--- src/rtl/e_uart_pkg.sv ---
`default_nettype none
// ------------------------------------------------------------------
// e_uart_pkg: state encoding and ASCII/frame constants for the e-digit UART
// Revision: 1.0
// ------------------------------------------------------------------
package e_uart_pkg;

  typedef enum logic [1:0] {
    IDLE  = 2'd0,
    START = 2'd1,
    DATA  = 2'd2,
    STOP  = 2'd3
  } uart_state_t;

  localparam logic [7:0] ASCII_ZERO  = 8'h30;
  localparam logic [7:0] ASCII_POINT = 8'h2E;
  localparam int         FRAME_BITS  = 10;

endpackage
`default_nettype wire

--- src/rtl/e_digit_fifo.sv ---
`default_nettype none
// ------------------------------------------------------------------
// e_digit_fifo: small power-of-two FIFO of 4-bit BCD digits, no bypass
// Revision: 1.0
// ------------------------------------------------------------------
module e_digit_fifo #(
  parameter int FIFO_DEPTH = 8
) (
  input  logic       clk,
  input  logic       reset,
  input  logic       push,
  input  logic [3:0] wdata,
  input  logic       pop,
  output logic [3:0] rdata,
  output logic       full,
  output logic       empty
);

  localparam int AW = $clog2(FIFO_DEPTH);

  logic [3:0]    mem [FIFO_DEPTH];
  logic [AW-1:0] wptr;
  logic [AW-1:0] rptr;
  logic [AW:0]   occ;
  logic          do_push;
  logic          do_pop;

  assign do_push = push && !full;
  assign do_pop  = pop && !empty;
  assign full    = (occ == (AW+1)'(FIFO_DEPTH));
  assign empty   = (occ == '0);
  assign rdata   = mem[rptr];

  always_ff @(posedge clk) begin
    if (do_push) begin
      mem[wptr] <= wdata;
    end
  end

  // Pointers are exactly AW bits wide, so they wrap modulo FIFO_DEPTH.
  always_ff @(posedge clk) begin
    if (reset) begin
      wptr <= '0;
      rptr <= '0;
      occ  <= '0;
    end else begin
      if (do_push) begin
        wptr <= wptr + AW'(1);
      end
      if (do_pop) begin
        rptr <= rptr + AW'(1);
      end
      case ({do_push, do_pop})
        2'b10:   occ <= occ + (AW+1)'(1);
        2'b01:   occ <= occ - (AW+1)'(1);
        default: occ <= occ;
      endcase
    end
  end

endmodule
`default_nettype wire

--- src/rtl/e_digit_uart_tx.sv ---
`default_nettype none
// ------------------------------------------------------------------
// e_digit_uart_tx: BCD digit stream to ASCII characters on a UART 8N1 line
// Revision: 1.0
// ------------------------------------------------------------------
module e_digit_uart_tx
  import e_uart_pkg::*;
#(
  parameter int CLKS_PER_BIT = 87,
  parameter int FIFO_DEPTH   = 8,
  parameter int INSERT_POINT = 1
) (
  input  logic        clk,
  input  logic        reset,
  input  logic [3:0]  io_digit,
  input  logic        io_valid,
  output logic        io_ready,
  output logic        io_tx,
  output logic        io_busy,
  output logic [15:0] io_count,
  output logic        io_err
);

  localparam int             CW        = $clog2(CLKS_PER_BIT);
  localparam logic [CW-1:0]  BAUD_LAST = CW'(CLKS_PER_BIT - 1);
  localparam int             DATA_BITS = FRAME_BITS - 2;
  localparam logic [2:0]     BIT_LAST  = 3'(DATA_BITS - 1);

  uart_state_t   state, state_d;
  logic [CW-1:0] baud, baud_d;
  logic [2:0]    bit_idx, bit_d;
  logic [7:0]    shreg, shreg_d;
  logic          tx_q, tx_d;
  logic          point_pending;
  logic          point_armed;
  logic [15:0]   count;
  logic          err;

  logic          xfer;
  logic          push_ok;
  logic          fifo_pop;
  logic          fifo_full;
  logic          fifo_empty;
  logic [3:0]    fifo_rdata;
  logic          baud_last;
  logic          count_inc;
  logic          arm_set;
  logic          point_clr;

  assign io_ready = !fifo_full;
  assign xfer     = io_valid && io_ready;
  assign push_ok  = xfer && (io_digit <= 4'd9);

  e_digit_fifo #(
    .FIFO_DEPTH (FIFO_DEPTH)
  ) u_fifo (
    .clk   (clk),
    .reset (reset),
    .push  (push_ok),
    .wdata (io_digit),
    .pop   (fifo_pop),
    .rdata (fifo_rdata),
    .full  (fifo_full),
    .empty (fifo_empty)
  );

  assign baud_last = (baud == BAUD_LAST);

  // tx_d is derived from the current state, so the line lags the FSM by one cycle.
  always_comb begin
    state_d   = state;
    baud_d    = baud + CW'(1);
    bit_d     = bit_idx;
    shreg_d   = shreg;
    tx_d      = 1'b1;
    fifo_pop  = 1'b0;
    count_inc = 1'b0;
    arm_set   = 1'b0;
    point_clr = 1'b0;
    case (state)
      IDLE: begin
        baud_d = '0;
        if (point_armed) begin
          shreg_d   = ASCII_POINT;
          point_clr = 1'b1;
          state_d   = START;
        end else if (!fifo_empty) begin
          fifo_pop = 1'b1;
          shreg_d  = ASCII_ZERO + {4'd0, fifo_rdata};
          state_d  = START;
        end
      end
      START: begin
        tx_d = 1'b0;
        if (baud_last) begin
          baud_d  = '0;
          bit_d   = 3'd0;
          state_d = DATA;
        end
      end
      DATA: begin
        tx_d = shreg[0];
        if (baud_last) begin
          baud_d  = '0;
          shreg_d = {1'b0, shreg[7:1]};
          if (bit_idx == BIT_LAST) begin
            state_d = STOP;
          end else begin
            bit_d = bit_idx + 3'd1;
          end
        end
      end
      STOP: begin
        tx_d = 1'b1;
        if (baud_last) begin
          baud_d    = '0;
          count_inc = 1'b1;
          arm_set   = point_pending;
          state_d   = IDLE;
        end
      end
      default: begin
        state_d = IDLE;
      end
    endcase
  end

  always_ff @(posedge clk) begin
    if (reset) begin
      state         <= IDLE;
      baud          <= '0;
      bit_idx       <= 3'd0;
      shreg         <= 8'd0;
      tx_q          <= 1'b1;
      point_pending <= (INSERT_POINT != 0);
      point_armed   <= 1'b0;
      count         <= 16'd0;
      err           <= 1'b0;
    end else begin
      state   <= state_d;
      baud    <= baud_d;
      bit_idx <= bit_d;
      shreg   <= shreg_d;
      tx_q    <= tx_d;
      if (count_inc) begin
        count <= count + 16'd1;
      end
      if (point_clr) begin
        point_pending <= 1'b0;
        point_armed   <= 1'b0;
      end else if (arm_set) begin
        point_armed <= 1'b1;
      end
      if (xfer && (io_digit > 4'd9)) begin
        err <= 1'b1;
      end
    end
  end

  assign io_tx    = tx_q;
  assign io_busy  = (state != IDLE) || !fifo_empty;
  assign io_count = count;
  assign io_err   = err;

endmodule
`default_nettype wire

--- config.mk ---
export PLATFORM = sky130hd
export DESIGN_NAME = e_digit_uart_tx
export DESIGN_NICKNAME = d
export VERILOG_FILES = /design/src/rtl/e_uart_pkg.sv /design/src/rtl/e_digit_fifo.sv /design/src/rtl/e_digit_uart_tx.sv
export SDC_FILE = /design/constraint.sdc
export NUM_CORES = 1
export LEC_CHECK = 0
export ABC_AREA = 1
export BUFFER_PORTS_ARGS = -buffer_cell sky130_fd_sc_hd__buf_4
export CAP_MARGIN = 40
export CORE_ASPECT_RATIO = 0.5
export CORE_MARGIN = 2
export CORE_UTILIZATION = 30
export CTS_CLUSTER_DIAMETER = 50
export DETAILED_ROUTE_END_ITERATION = 10
export GPL_TIMING_DRIVEN = 1
export HOLD_SLACK_MARGIN = 0.02
export PLACE_DENSITY = 0.54
export SYNTH_ARGS = -nofsm -noshare
export SYNTH_HDL_FRONTEND = slang
export SYNTH_SLANG_ARGS = --single-unit
--- constraint.sdc ---
create_clock -name clk -period 2.5 [get_ports clk]
set_input_delay 0 -clock clk [delete_from_list [all_inputs] [get_ports clk]]
set_output_delay 0 -clock clk [all_outputs]
set_load 0.01 [all_outputs]
==> results_dict.tcl, run 1 <==
set metrics [dict create \
    status "finished, final reports clean" \
    fin_skew_ps 7.30 \
    viasPerCell 4.51 \
    clock_latency_ps 340 \
    io-pin-count 27 \
    coreArea_mm2 0.0126 \
    cp_num_buf_inv 3 \
    slew_violations 0 \
    peakVddDrop_uv 341 \
    max_stage_delay_ps 540 \
    die-width_um 165 \
    drv_cap 0 \
    synth_seq_cells 83 \
    clk_pin_slew_worst_paths_ps 70 \
    holdPathStages 2 \
    worstHoldPathType "in -> reg" \
    nets 524 \
    fin_tns_setup_ps 0 \
    drcViolationCount 0 \
    cts_made_buffers 9 \
    rsz0062_at_grt "no" \
    critPathArrivalTime_ps 2340 \
    critPathCaptureType "flip-flop" \
    power.density_mw_per_mm2 881 \
    cp_top_family "buffers and inverters" \
    drive_gt1_share_pct 11.4 \
    crit_chain "dlygate4sd3_1, buf_4, o21ai_0, nand3_2, ha_1, xor2_1, ha_1, a21oi_1, xnor2_1, o21ai_0, inv_1" \
    cts_tree "done" \
    async_flop_share_pct 0 \
    crit_path_top_delay_cell "dlygate4sd3_1" \
    maxSlewHeadroom_pct 53.6 \
    vias 3056 \
    min_period_ps 2100 \
    p_leak_nw 1.82 \
    n_antenna_cell 0 \
    cp-endpoint "u_fifo.occ[2]" \
    cp-startpoint "io_digit[1]" \
    clock-sinks 83 \
    worst_setup_path_start_kind "input pin" \
    final_cell_mix "115 x nand2_1, 68 x nor2_1, 51 x dfxtp_1" \
    wire_per_inst_um 11.9 \
    fin_ws_ps 399 \
    ys_warn_count 0 \
    num_rows 29 \
    rr_startpoint "state[0]" \
    syn_avg_cell_area_um2 8.29 \
    path_class "in -> reg" \
    start_util_pct 30.6 \
    grt_pass1_vias 2812 \
    synth_edf_count 32 \
    dieArea_mm2 0.0139 \
    synth_ff_type "dfxtp_1" \
    drt_iter0_markers 135 \
    grt_max_degree 23 \
    grt_use_total_pct 12.7 \
    mostFrequentLayoutCell "nand2_1" \
    r2r_end "u_fifo.occ[2]" \
    path_depth 11 \
    grt-ovfl-total 0 \
    drtPass1Iterations 4 \
    gp_congestion 0.761 \
    syn_inst 467 \
    io_buffers 26 \
    syn-num-nets 489 \
    yosysSeqAreaShare_pct 51.2 \
    fmax_mhz 476 \
    synth_area_mm2 0.00387 \
    die_h_um 84.3 \
    cp_data_required_time_ps 2740 \
    reg2regPathDepth 13 \
    clockBufferDepth 2 \
    syn_to_final_growth_pct 18.9 \
    grt_pass1_wl_um 13800 \
    wl_um 8070 \
    h-tree-depth 3 \
    hold_viol 0 \
    ant_nets 0 \
    fillers 1321 \
    place_hpwl_um 5680 \
    reg2reg_slack_ps 410 \
    antenna_found_initial 0 \
    period_share_pct 84.0 \
    setup_viol 0 \
    worst_pin_slew_ps 695 \
    pre_cts_slack_ps 418 \
    cts_root_buf "clkbuf_16" \
    path_max_fanout 9 \
    cts_setup_buffers 0 \
    synth_cell_types 32 \
]
[worst register-to-register path: stages (launching register included)]
cell and delay, ps:
dfxtp_1 340, inv_1 110, ha_1 200, inv_1 70, nor2_1 120, nand2_1 80, inv_1 70, ha_1 190
xor2_1 250, ha_1 190, a21oi_1 50, xnor2_1 120, o21ai_0 140, inv_1 50
[cell usage after synthesis, types with 5 or more instances]
cell | count | area share, %
nand2_1 | 115 | 11
nor2_1 | 68 | 6.6
dfxtp_1 | 51 | 26
nand3_1 | 42 | 5.4
inv_1 | 41 | 4.0
a21oi_1 | 35 | 4.5
edfxtp_1 | 32 | 25
o21ai_0 | 18 | 2.3
ha_1 | 15 | 4.8
nand4_1 | 5 | 0.81
[report_power, final]
group | internal, W | total (W) | leakage, nW | switching (W)
Sequential | 0.00154 | 0.00163 | 0.705 | 0.0000939
Clock | 0.000780 | 0.00134 | 0.146 | 0.000564
Combinational | 0.000398 | 0.00108 | 0.973 | 0.000682
Total | 0.00271 | 0.00405 | 1.82 | 0.00134
[registers in the layout, indices dropped and copies added, names as in the netlist, 2 cells and up, named ones only]
name         cells
u_fifo.wptr      3
u_fifo.mem      32
io_count        16
u_fifo.rptr      3
shreg            6
bit_idx          3
state            2
baud             7
u_fifo.occ       4
[how the worst min path moves through the flow]
| stage | to | slack [ps] | startpoint |
|---|---|---|---|
| 2_1_floorplan | u_fifo.mem[0][0] | 100 | io_digit[0] |
| 3_3_place_gp | u_fifo.mem[2][0] | 260 | io_digit[0] |
| 3_5_place_dp | u_fifo.mem[2][0] | 260 | io_digit[0] |
| 4_1_cts | u_fifo.mem[6][0] | 440 | io_digit[0] |
| 5_1_grt | u_fifo.mem[4][0] | 470 | io_digit[0] |
| 6_report | u_fifo.mem[4][0] | 440 | io_digit[0] |
[metal layers]
metal	track usage, %	part of all wire, %
met2	19.2	43
met3	4.00	5.0
met4	4.74	1.7
met5	0	0
met1	17.2	51
[area by class of cell]
class | count | area, um^2 | area share (%)
Timing Repair Buffer | 34 | 270 | 5.87
Clock buffer | 9 | 225 | 4.89
Sequential cell | 83 | 1980 | 43.1
Tap cell | 170 | 213 | 4.62
Multi-Input combinational cell | 329 | 1670 | 36.2
Clock inverter | 7 | 77.6 | 1.69
Inverter | 45 | 169 | 3.67
[per-stage QoR]
| stage | instance area, um^2 | power [W] | utilization [%] | std cells | hold slack, ps |
|---|---|---|---|---|---|
| after floorplan | 3870 | 0.00246 | - | 467 | 98.9 |
| after global placement | 4240 | 0.00273 | 33.6 | 655 | 263 |
| after detailed placement | 4240 | 0.00274 | 33.6 | 655 | 262 |
| after CTS | 4600 | 0.00412 | 36.4 | 677 | 436 |
| after global routing | 4600 | 0.00435 | 36.4 | 677 | 467 |
| final | 4600 | 0.00405 | 36.4 | 677 | 441 |
[cells by family (layout without fill, tap and decap cells)]
family,after synthesis,count (layout),share of synthesized area (%)
adder cells (fa/ha/maj),15,15,4.85
AO/OA/AOI/OAI,61,61,8.47
flip-flops,83,83,51.2
AND/OR/NAND/NOR,246,246,28.1
buffers and inverters,55,95,5.75
XOR/XNOR,7,7,1.58
[timing repair]
| item | 4_1_cts | 5_1_grt |
|---|---|---|
| hold buffers | 6 | 0 |
| resized for setup | 0 | 0 |
| hold endpoints to repair | 36 | 0 |
Power figures use the tool's default switching activity.
==> run 2, diff against run 1 <==
--- a/config.mk
+++ b/config.mk
@@ -15,7 +15,7 @@
 export DETAILED_ROUTE_END_ITERATION = 10
 export GPL_TIMING_DRIVEN = 1
 export HOLD_SLACK_MARGIN = 0.02
-export PLACE_DENSITY = 0.54
+export PLACE_DENSITY = 0.56
 export SYNTH_ARGS = -nofsm -noshare
 export SYNTH_HDL_FRONTEND = slang
 export SYNTH_SLANG_ARGS = --single-unit
==> constraint.sdc (replaced) <==
create_clock -name clk -period 1.8 [get_ports clk]
set_input_delay 0 -clock clk [delete_from_list [all_inputs] [get_ports clk]]
set_output_delay 0 -clock clk [all_outputs]
set_load 0.01 [all_outputs]
==> run 2 against run 1 <==
Routed wire length rose by 4.9%. Worst setup slack got worse by 340 ps. Total power up 50%. Register-to-register slack worse by 350 ps. Worst hold slack worse by 410 ps. Core utilization increased by 2.0 points. Non-clock buffer count rose by 21. Count of clock-buffer cells in the layout stayed put. Critical endpoint unchanged.
==> results_dict.tcl, run 2 (synthesized netlist as in run 1, its figures left out) <==
set metrics [dict create \
    cp_data_required_time_ps 2040 \
    dieArea_mm2 0.0139 \
    clockBufferDepth 2 \
    power_frac_comb_pct 31.6 \
    die_h_um 84.3 \
    drt_iter0_markers 149 \
    crit_chain "inv_2, ha_4, inv_4, nor2_4, nand2_2, inv_2, ha_4, xor2_4, ha_2, a21oi_2, xnor2_1, o21ai_1, inv_1" \
    cts_made_buffers 9 \
    cts_tree "done" \
    gp_congestion 0.805 \
    p_sw_w 0.00205 \
    clock_latency_ps 340 \
    place_hpwl_um 5790 \
    die-width_um 165 \
    viasPerCell 4.53 \
    grt_pass1_wl_um 14500 \
    fillers 1297 \
    clock-sinks 83 \
    ant_nets 0 \
    h-tree-depth 3 \
    wl_um 8470 \
    syn_to_final_growth_pct 25.6 \
    max_stage_delay_ps 320 \
    p_int_w 0.00403 \
    regMostFlops "u_fifo.mem" \
    drcViolationCount 0 \
    antenna_found_initial 0 \
    peakVddDrop_uv 581 \
    fmax_mhz 573 \
    grt_max_degree 23 \
    nets 545 \
    fin_tns_setup_ps 0 \
    num_rows 29 \
    maxSlewHeadroom_pct 51.8 \
    grt_pass1_vias 3029 \
    switching_share_pct 33.7 \
    path_max_fanout 3 \
    grt_use_total_pct 13.2 \
    fin_skew_ps 9.49 \
    vias 3164 \
    critPathCaptureType "flip-flop" \
    worstHoldPathType "in -> reg" \
    crit_path_top_delay_cell "dfxtp_2" \
    worst_pin_slew_ps 723 \
    seq_area_mm2 0.00198 \
    setup_viol 0 \
    period_share_pct 96.9 \
    io-pin-count 27 \
    hold_viol 0 \
    wire_per_inst_um 12.1 \
    cts_root_buf "clkbuf_16" \
    multiInputGateArea_mm2 0.00176 \
    clk_pin_slew_worst_paths_ps 60 \
    drv_cap 0 \
    seqPwrFrac_pct 36.9 \
    final_cell_mix "114 x nand2_1, 64 x nor2_1, 49 x dfxtp_1, 49 x buf_4, 40 x nand3_1" \
    largest_register_ffs 32 \
    drtPass1Iterations 4 \
    rsz0062_at_grt "yes" \
    min_period_ps 1740 \
    placed_area_mm2 0.00443 \
    grt-ovfl-total 0 \
    p_total_w 0.00608 \
    slew_violations 0 \
    p_leak_nw 1.93 \
    fin_area_mm2 0.00486 \
    finish.utilization_pct 38.5 \
    status "finished, final reports clean" \
    p_clk_share_pct 31.5 \
    path_class "reg -> reg" \
    critPathArrivalTime_ps 1980 \
    n_antenna_cell 0 \
    worst_setup_path_start_kind "flip-flop" \
    drive_gt1_share_pct 18.9 \
    mostFrequentLayoutCell "nand2_1" \
    io_buffers 26 \
    coreArea_mm2 0.0126 \
    start_util_pct 30.6 \
    power.density_mw_per_mm2 1250 \
]
==> run 2: changes by cell type in the layout (fill, tap and decap cells not counted), sizes merged <==
cell,change
clkinv,-3
inv,+3
buf,+22
dlygate4sd3,-1
==> run 2: power by group through the flow <==
stage                     Combinational [W]  Sequential, W  Clock (W)
after floorplan                     0.00122        0.00227          0
after global placement              0.00173        0.00227          0
after detailed placement            0.00175        0.00228          0
after CTS                           0.00183        0.00224    0.00195
after global routing                0.00220        0.00226    0.00202
final                               0.00192        0.00224    0.00191
==> run 2: area by class of cell <==
cell class	instances	area share (%)
clock buffer	9	4.63
clock inverter	7	1.67
inverter	45	3.53
multi-input combinational	329	36.1
sequential	83	40.8
tap	170	4.38
timing repair buffer	55	8.83
==> run 2: critical path: cells and delay by family (launching register included) <==
family / cells / cell delay [ps]
AOI/OAI and AO/OA: 2 / 160
adders and majority gates: 3 / 510
buffers and inverters: 4 / 230
DFF: 1 / 320
and+or+nand+nor: 2 / 140
xor gates and xnor gates: 2 / 290
==> run 2: repair_timing <==
action | in CTS | in global routing
hold buffers | 5 | 0
gates resized for setup | 1 | 15
pin swaps | 3 | 8
endpoints found under the setup margin | 2 | 27
setup buffers | 1 | 1
hold endpoints to repair | 33 | 0
==> run 2: through the flow <==
| step | setup slack (ps) | std cells | hold WS [ps] |
|---|---|---|---|
| floorplan | -4.14 | 467 | 98.9 |
| global placement | 26.6 | 675 | 266 |
| detailed placement | -19.0 | 675 | 272 |
| CTS | 21.1 | 697 | 21.7 |
| global route | -78.7 | 698 | 37.5 |
| finish | 55.9 | 698 | 29.8 |
==> run 2: path summary, 6_finish.rpt <==
kind / from / end / slack [ps] / cells after the start
hold reg to reg: point_pending / point_pending / 450 / 2
hold / removal: reset / shreg[5] / 30 / 2
setup / recovery: state[0] / u_fifo.occ[2] / 60 / 13
setup reg to reg: state[0] / u_fifo.occ[2] / 60 / 13
==> run 2: metal layers <==
metal	GRT usage [%]	share of wire [%]	vias to the layer above
li1	-	-	1650
met1	17.7	50	1459
met2	21.4	45	45
met3	3.26	3.1	10
met4	3.79	1.2	0
met5	0	0	-
==> run 3, diff against run 2 <==
--- a/config.mk
+++ b/config.mk
@@ -5,7 +5,6 @@
 export SDC_FILE = /design/constraint.sdc
 export NUM_CORES = 1
 export LEC_CHECK = 0
-export ABC_AREA = 1
 export BUFFER_PORTS_ARGS = -buffer_cell sky130_fd_sc_hd__buf_4
 export CAP_MARGIN = 40
 export CORE_ASPECT_RATIO = 0.5
==> run 3 against run 2 <==
The flow now finishes with violations (setup timing). Worst hold slack better by 74 ps. Sequential power hardly changed. Cell count is 16% lower. Register-to-register slack worse by 360 ps. Largest power group is now combinational logic. Highest routed layer unchanged.
==> results_dict.tcl, run 3 <==
set metrics [dict create \
    vias 2688 \
    io-pin-count 27 \
    grt_pass1_vias 2624 \
    io_buffers 26 \
    die_h_um 82.6 \
    critPathCaptureType "flip-flop" \
    async_flop_share_pct 0 \
    slew_violations 0 \
    drt_iter0_markers 144 \
    die-width_um 161 \
    mostFrequentLayoutCell "buf_4" \
    holdPathStages 2 \
    start_util_pct 31.0 \
    grt_pass1_wl_um 12400 \
    grt_max_degree 47 \
    hold_viol 0 \
    synth_area_leaders "dfxtp_1 28%, edfxtp_1 26%, ha_1 5.1%, mux4_2 4.9%, a21oi_1 3.5%" \
    drive_gt1_share_pct 34.4 \
    worst_pin_slew_ps 615 \
    final_cell_mix "76 x buf_4, 45 x dfxtp_1, 32 x edfxtp_1" \
    ys_warn_count 0 \
    fin_skew_ps 7.51 \
    yosysSeqAreaShare_pct 53.5 \
    reg2regPathDepth 9 \
    setup_viol 3 \
    pre_cts_slack_ps -353 \
    fmax_mhz 475 \
    synth_common_cells "51 x dfxtp_1, 32 x edfxtp_1, 31 x nor2_1" \
    gp_congestion 0.725 \
    h-tree-depth 3 \
    ant_nets 0 \
    reg2reg_slack_ps -310 \
    n_antenna_cell 0 \
    place_hpwl_um 5160 \
    num_rows 28 \
    regMostFlops "u_fifo.mem" \
    hold_start "reset" \
    syn_avg_cell_area_um2 11.1 \
    wire_per_inst_um 12.7 \
    status "finished, violations left" \
    largest_register_ffs 32 \
    synth_ff_type "dfxtp_1" \
    drtPass1Iterations 4 \
    syn-num-nets 355 \
    synth_edf_count 32 \
    syn_to_final_growth_pct 34.2 \
    clk_pin_slew_worst_paths_ps 70 \
    worstHoldPathType "in -> reg" \
    drv_cap 0 \
    grt_use_total_pct 12.0 \
    clock_latency_ps 340 \
    synth_area_mm2 0.00371 \
    cp_data_required_time_ps 2070 \
    maxSlewHeadroom_pct 58.7 \
    viasPerCell 4.60 \
    fillers 1140 \
    crit_top_cell "xor2_1" \
    antenna_found_initial 0 \
    synth_top_area_share_pct 27.5 \
    max_stage_delay_ps 570 \
    synth_cell_types 51 \
    rsz0062_at_grt "yes" \
    p_leak_nw 1.87 \
    dieArea_mm2 0.0133 \
    synth_top_cell_by_area "dfxtp_1" \
    grt-ovfl-total 0 \
    cts_made_buffers 9 \
    period_share_pct 117 \
    cp_top_family "simple AND/OR/NAND/NOR gates" \
    crit_chain "or4b_4, nand3_4, ha_4, xor2_1, ha_2, a21oi_2, xor2_1, or3_1, a21oi_1" \
    worst_setup_path_start_kind "flip-flop" \
    nets 436 \
    wl_um 7400 \
    clockBufferDepth 2 \
    synth_seq_cells 83 \
    min_to "u_fifo.wptr[1]" \
    crit_path_top_delay_cell "or4b_4" \
    peakVddDrop_uv 510 \
    r2r_end "u_fifo.occ[2]" \
    path_max_fanout 2 \
    cts_root_buf "clkbuf_16" \
    rr_startpoint "u_fifo.occ[2]" \
    cp_num_buf_inv 0 \
    cts_tree "done" \
    drcViolationCount 0 \
    min_period_ps 2110 \
    power.density_mw_per_mm2 1320 \
    fin_ws_ps -306 \
    final_cells 584 \
    clock-sinks 83 \
    syn_inst 333 \
    path_class "reg -> reg" \
    failed_checks "setup timing" \
    critPathArrivalTime_ps 2380 \
    coreArea_mm2 0.0119 \
    yosys.cell_count.top_type "dfxtp_1" \
    dp_cells 560 \
]
## run 3: cell types whose count changed after synthesis, sizes merged, moves of 9 or more
cell   change
a21oi      -9
inv       -35
nand2    -102
nand3     -34
nor2      -42
or3       +12
## run 3: cell type report
type,count,area [um^2],area share [%]
Tap cell,165,206,4.15
Clock inverter,7,71.3,1.43
Clock buffer,9,225,4.53
Inverter,9,33.8,0.679
Timing Repair Buffer,84,663,13.3
Multi-Input combinational cell,227,1790,35.9
Sequential cell,83,1990,40.0
## run 3: kinds of logic after synthesis
family                   Yosys count  synth area share [%]
flip-flops                        83                  53.5
AND/OR/NAND/NOR                  122                  18.8
buffers and inverters             23                  2.67
AO/OA/AOI/OAI                     59                  9.32
XOR/XNOR                          14                  3.31
multiplexers                      17                  7.36
adder cells (fa/ha/maj)           15                  5.06
## run 3: report_power, final
part	leakage (nW)	internal (W)	switching, W
clock network	0.149	0.000989	0.000847
registers	0.706	0.00214	0.000100
logic	1.01	0.00135	0.00117
## run 3: metrics by stage
stage | hold slack, ps | total power, W | util, % | area, um^2 | setup TNS [ps]
after CTS | 102 | 0.00636 | 40.6 | 4850 | -688
final | 104 | 0.00659 | 41.6 | 4970 | -600
after detailed placement | 248 | 0.00440 | 37.4 | 4460 | -1390
after global placement | 237 | 0.00438 | 37.4 | 4460 | -1150
after floorplan | 98.9 | 0.00361 | - | 3760 | -960
after global routing | 126 | 0.00704 | 41.6 | 4970 | -1090
## run 3: worst max path at each step
stage,from,end,slack (ps),cells past startpoint
global placement,u_fifo.occ[0],u_fifo.occ[2],-310,9
CTS,u_fifo.occ[2],u_fifo.occ[2],-320,9
global route,u_fifo.occ[2],u_fifo.occ[2],-390,9
detailed placement,u_fifo.occ[0],u_fifo.occ[2],-350,9
finish,u_fifo.occ[2],u_fifo.occ[2],-310,9
floorplan,u_fifo.occ[1],u_fifo.occ[2],-460,11
## run 3: routing by layer
| layer | global-route usage, % | vias up | wire length [um] | share of wire [%] |
|---|---|---|---|---|
| met5 | 0 | - | 0 | 0 |
| li1 | - | 1388 | - | - |
| met4 | 4.29 | 0 | 97 | 1.3 |
| met1 | 15.6 | 1261 | 3780 | 51 |
| met3 | 4.15 | 9 | 238 | 3.2 |
| met2 | 18.9 | 30 | 3290 | 44 |
## run 3: timing repair
action / CTS / global route
hold buffers: 5 / 0
gates resized for setup: 9 / 29
pin swaps: 2 / 8
hold endpoints to repair: 33 / 0
setup endpoints to repair: 32 / 28
buffers inserted: 0 / 4
## run 3: worst register-to-register path, delay by kind of cell (launching register included)
kind,cells,cell delay (ps)
simple gates,3,970
flops,1,320
fa+ha+maj,2,320
xor+xnor,2,290
compound gates,2,160
